### config.mk
export PLATFORM = sky130hd
export DESIGN_NAME = pipeline_controller
export DESIGN_NICKNAME = d
export VERILOG_FILES = /design/src/rtl/rv32i_types.sv /design/src/rtl/pipeline_controller_hazard_detect.sv /design/src/rtl/pipeline_controller.sv
export SDC_FILE = /design/constraint.sdc
export NUM_CORES = 1
export LEC_CHECK = 0
export CAP_MARGIN = 20
export CORE_ASPECT_RATIO = 0.6
export CORE_MARGIN = 2
export CORE_UTILIZATION = 51
export DETAILED_ROUTE_END_ITERATION = 6
export PLACE_DENSITY_LB_ADDON = 0.2
export SLEW_MARGIN = 20
export SYNTH_ARGS = -nofsm -noshare
export SYNTH_HDL_FRONTEND = slang
export SYNTH_SLANG_ARGS = --single-unit
### constraint.sdc
create_clock -name clk -period 4.5 [get_ports clk]
set_input_delay 0.675 -clock clk [delete_from_list [all_inputs] [get_ports clk]]
set_output_delay 0.675 -clock clk [all_outputs]
set_load 0.005 [all_outputs]
### src/rtl/rv32i_types.sv
// Shared types for the pipeline control path: stall FSM states and the
// control word that a flushed stage register loads in place of its input.
package rv32i_types;

    typedef enum logic [1:0] {
        RUN    = 2'd0,
        STALL  = 2'd1,
        REPLAY = 2'd2
    } pipe_state_t;

    localparam int CTRL_W = 32;

    // All-zero control word: no register write, no memory access, no branch.
    localparam logic [CTRL_W-1:0] BUBBLE_CTRL = '0;

endpackage

### src/rtl/pipeline_controller_hazard_detect.sv
// Load-use hazard detector: the instruction in ID reads a register that the
// load currently in EX has not produced yet. x0 never creates a dependency.
module hazard_detect
    import rv32i_types::*;
(
    input  logic       ex_load,
    input  logic [4:0] ex_rd,
    input  logic [4:0] id_rs1,
    input  logic [4:0] id_rs2,
    output logic       load_use
);

    // Dependency exists when a load targets a non-zero register read in ID.
    always_comb begin
        load_use = ex_load && (ex_rd != 5'd0) &&
                   ((ex_rd == id_rs1) || (ex_rd == id_rs2));
    end

endmodule

### src/rtl/pipeline_controller.sv
// Pipeline stall/flush controller. Freezes every stage register while a cache
// response is outstanding, resolves branches and load-use hazards otherwise,
// and replays a fetch that was captured into the instruction buffer while the
// data side was still waiting.
module pipeline_controller
    import rv32i_types::*;
(
    input  logic        clk,
    input  logic        rst,
    input  logic        icache_read,
    input  logic        icache_resp,
    input  logic        dcache_req,
    input  logic        dcache_resp,
    input  logic        ex_load,
    input  logic [4:0]  ex_rd,
    input  logic [4:0]  id_rs1,
    input  logic [4:0]  id_rs2,
    input  logic        br_taken,
    output logic        load_pc,
    output logic        load_if_id,
    output logic        load_id_ex,
    output logic        load_ex_mem,
    output logic        load_mem_wb,
    output logic        flush_if_id,
    output logic        flush_id_ex,
    output logic        pc_redirect,
    output logic        ibuf_load,
    output logic        ibuf_sel,
    output logic [31:0] stall_cycles
);

    pipe_state_t state, next_state;
    logic        i_done, d_done;
    logic        i_done_next, d_done_next;
    logic        load_use;
    logic        i_sat, d_sat, miss, d_miss, run_act;
    logic [31:0] cnt_q;

    hazard_detect u_hazard (
        .ex_load  (ex_load),
        .ex_rd    (ex_rd),
        .id_rs1   (id_rs1),
        .id_rs2   (id_rs2),
        .load_use (load_use)
    );

    // Next-state and stage-control decode; RUN-style priority is applied last
    // whenever the current cycle is allowed to advance the pipeline normally.
    always_comb begin
        next_state  = state;
        i_done_next = i_done;
        d_done_next = d_done;
        load_pc     = 1'b0;
        load_if_id  = 1'b0;
        load_id_ex  = 1'b0;
        load_ex_mem = 1'b0;
        load_mem_wb = 1'b0;
        flush_if_id = 1'b0;
        flush_id_ex = 1'b0;
        pc_redirect = 1'b0;
        ibuf_load   = 1'b0;
        ibuf_sel    = 1'b0;
        run_act     = 1'b0;

        // A side with no active request counts as already satisfied.
        i_sat  = i_done || icache_resp || !icache_read;
        d_sat  = d_done || dcache_resp || !dcache_req;
        miss   = (icache_read && !icache_resp) || (dcache_req && !dcache_resp);
        d_miss = dcache_req && !dcache_resp;

        case (state)
            RUN: begin
                if (miss) begin
                    next_state = STALL;
                end else begin
                    run_act = 1'b1;
                end
            end
            STALL: begin
                if (i_sat && d_sat) begin
                    i_done_next = 1'b0;
                    d_done_next = 1'b0;
                    // A fetch that landed earlier sits in the buffer, so the
                    // pipeline stays frozen one more cycle and releases it next.
                    if (i_done) begin
                        next_state = REPLAY;
                    end else begin
                        next_state = RUN;
                        run_act    = 1'b1;
                    end
                end else begin
                    if (icache_resp && !i_done) begin
                        i_done_next = 1'b1;
                        ibuf_load   = 1'b1;
                    end
                    if (dcache_resp) begin
                        d_done_next = 1'b1;
                    end
                end
            end
            REPLAY: begin
                // The fetch is served from the buffer, so only the data side
                // can stall here; the buffered fetch then still counts as done.
                if (d_miss) begin
                    next_state  = STALL;
                    i_done_next = 1'b1;
                    d_done_next = 1'b0;
                end else begin
                    next_state  = RUN;
                    load_pc     = 1'b1;
                    load_if_id  = 1'b1;
                    load_id_ex  = 1'b1;
                    load_ex_mem = 1'b1;
                    load_mem_wb = 1'b1;
                    ibuf_sel    = 1'b1;
                    if (br_taken) begin
                        pc_redirect = 1'b1;
                        flush_if_id = 1'b1;
                        flush_id_ex = 1'b1;
                    end
                end
            end
            default: begin
                next_state = RUN;
            end
        endcase

        if (run_act) begin
            if (br_taken) begin
                load_pc     = 1'b1;
                load_if_id  = 1'b1;
                load_id_ex  = 1'b1;
                load_ex_mem = 1'b1;
                load_mem_wb = 1'b1;
                pc_redirect = 1'b1;
                flush_if_id = 1'b1;
                flush_id_ex = 1'b1;
            end else if (load_use) begin
                load_id_ex  = 1'b1;
                load_ex_mem = 1'b1;
                load_mem_wb = 1'b1;
                flush_id_ex = 1'b1;
            end else begin
                load_pc     = 1'b1;
                load_if_id  = 1'b1;
                load_id_ex  = 1'b1;
                load_ex_mem = 1'b1;
                load_mem_wb = 1'b1;
            end
        end

        if (rst) begin
            load_pc     = 1'b0;
            load_if_id  = 1'b0;
            load_id_ex  = 1'b0;
            load_ex_mem = 1'b0;
            load_mem_wb = 1'b0;
            flush_if_id = 1'b0;
            flush_id_ex = 1'b0;
            pc_redirect = 1'b0;
            ibuf_load   = 1'b0;
            ibuf_sel    = 1'b0;
        end
    end

    // FSM state and sticky response flags; reset abandons any pending replay.
    always_ff @(posedge clk or posedge rst) begin
        if (rst) begin
            state  <= RUN;
            i_done <= 1'b0;
            d_done <= 1'b0;
        end else begin
            state  <= next_state;
            i_done <= i_done_next;
            d_done <= d_done_next;
        end
    end

    // Frozen-cycle counter, saturating at all-ones.
    always_ff @(posedge clk or posedge rst) begin
        if (rst) begin
            cnt_q <= 32'd0;
        end else if (!load_pc && (cnt_q != 32'hFFFF_FFFF)) begin
            cnt_q <= cnt_q + 32'd1;
        end
    end

    assign stall_cycles = cnt_q;

endmodule

==> metrics.txt <==
final core occ 0.715; # hold bufs at CTS 0; setup ws final 0.768 ns; min Tclk post-route 3.73 ns; worst r2r src stall_cycles[12]; grt ovf 0; WHS Path Cells 1; Clk pin slew, worst setup/hold paths 0.07 ns; sequential fraction of the synthesis area 0.406; Cell Pwr Density 381 nW/µm²; Cell variety after synth 43; hold crit path type reg2reg; largest fanout on the critical path 24; I/O pins 65; flip-flop and latch count after synthesis 36; Initial Utilization 0.535; Final setup viols 0; die area 4910 µm²; number of global-route vias before repair 1685; area delta synth->final 33.6%; Worst R2R End stall_cycles[1]; Cells after DPL 338; port bufs 64; clk sinks 36; DR pass1 iterations 4; clock tree buffer depth 2; Final Wtd Congestion 0.902; Slew Limit Headroom 0.399; pin count of the biggest net entering global routing 32; vias per cell 5.40; Min-Delay Startpoint stall_cycles[28]; post_cts resized 0; number of synthesized flops with an enable pin 0; core region area 4140 µm²; multi-input logic area 1220 µm²; H-tree Lvls 2; initial drt markers 116; WL final 5.02 mm; share of cells above drive strength 1 0.0874; synthesized area per cell 9.90 µm²; Post-Syn Area 2220 µm²; leakage 1.12 nW; fin area 2960 µm²; Post-CTS Setup Inserts 0; Hold Slack 0.489 ns; Hold Vio Cnt, Final 0; worst vdd ir 260 µV; Core Rows 18; unrepaired setup endpoints after global routing no; pre-CTS WS 0.822 ns; DRC errors left 0; DRT antenna net count 0; Reg2Reg Depth 5; Tot Pwr 1.13 mW; max_cap viols 0; WHS Endpoint stall_cycles[28]; initial antenna violation count 0; diode count 0; Layout Nets 313; Total GRT Usage 0.221; Post-Layout Cell Count 346; Worst setup EP type output port; Root Buffer clkbuf_8; Critical Path AT 3.06 ns; Syn Nets 252; WL per Instance 14.5 µm; Die W 89.1 µm; fmax 268 MHz; ys async rst share 1.00; dpl cell area 2870 µm²; worst skew pair latency 0.28 ns; setup tns final 0 ns; CP Data Required Time 3.83 ns; vias post-DR 1869; Tcrit/Tclk final 0.829; DP Wirelength 3.76 mm; status completed; Slew Viols, Final 0; CTS tree done; first-pass GRT wire length 8.11 mm; ys flop type dfrtp_1; R2R Setup Slk 1.77 ns; fillers 323; DIE HEIGHT 55.1 µm; register area 901 µm²; pin slew with the least headroom to its limit 0.899 ns; Clock Skew 0.00221 ns; clock buffer count from CTS 5; Crit Path Class in2out; Synth Instances 224; Syn. warnings 0; Setup crit start kind primary input
[sequential cells by signal (all words and copies together) (netlist names)]
register	cells
state	2
stall_cycles	32
i_done	1
d_done	1
[where the power goes]
| group | internal [mW] | total [mW] | switching, mW |
|---|---|---|---|
| sequential | 0.377 | 0.434 | 0.0575 |
| combinational | 0.240 | 0.462 | 0.221 |
| clock | 0.125 | 0.233 | 0.108 |
| total | 0.742 | 1.13 | 0.387 |
[Yosys cell counts (2+ instances only)]
cell type  number  area (µm²)
nand4_1        16         100
nor3b_1         2        15.0
a31oi_1         2        12.5
nand2_1        19        71.3
and3_1          5        31.3
xnor2_1        21         184
nor2b_1         3        18.8
o21ai_0         5        25.0
clkbuf_1        2        7.51
nand3b_1        3        22.5
nand3_1        18        90.1
nor2_1         11        41.3
inv_1           6        22.5
and2_1          2        12.5
a21oi_1         2        10.0
and4_1          4        35.0
nand2b_1        2        12.5
nor4_2          7        87.6
ha_1            5        62.6
buf_4           4        30.0
nor3_1          7        35.0
buf_2           4        20.0
xor2_1         19         166
dfrtp_1        36         901
[final cells by class]
type / instances / area share
multi-input combinational: 170 / 0.412
timing repair buffer: 65 / 0.219
clock buffer: 8 / 0.0304
sequential: 36 / 0.304
tap: 60 / 0.0253
inverter: 7 / 0.00971
[per-layer routing]
layer,track usage,part of all wire
met1,0.330,0.51
met5,0,0
met2,0.333,0.43
met3,0.0490,0.051
met4,0.0448,0.0044
[logic make-up after synthesis]
family	share of synthesized area
flip-flops	0.406
buffers and inverters	0.0440
multiplexers	0.00508
XOR/XNOR	0.158
adder cells (fa/ha/maj)	0.0282
AO/OA/AOI/OAI	0.0570
AND/OR/NAND/NOR	0.302
[how the worst max path moves through the flow]
stage,from,to,slack (ns),cells after the start
after detailed placement,dcache_resp,load_if_id,0.82,7
after global routing,dcache_resp,load_if_id,0.64,7
final,dcache_resp,load_if_id,0.77,7
after CTS,dcache_resp,load_if_id,0.80,7
after global placement,dcache_resp,load_if_id,0.88,7
after floorplan,rst,load_pc,1.48,6
[worst max-delay path: stages]
cell,delay [ns]
clkdlybuf4s50_1,0.51
nand2b_4,0.17
nor2_1,0.09
o311ai_2,0.52
o21ai_4,0.32
inv_4,0.23
clkdlybuf4s50_1,0.53
[cell usage in the layout, fill, tap and decap left out, drive strengths merged]
cell type      instances
nor3                   8
nand4                 16
nor4                   8
a31oi                  2
a22oi                  1
clkbuf                 8
a21oi                  2
o211ai                 1
nand2                 19
ha                     5
mux2                   1
o21ai                  6
o311ai                 1
or2                    1
nor4b                  1
and4                   4
o31ai                  1
and2                   2
buf                    1
a41oi                  1
nor3b                  3
and3                   5
xor2                  19
nor2b                  3
clkdlybuf4s50         64
xnor2                 21
dfrtp                 36
inv                    7
nand2b                 3
nand3                 19
o21bai                 1
nor2                  11
or4                    1
o21a                   1
nand3b                 3
Note: power is estimated with default switching activity, not from simulation.
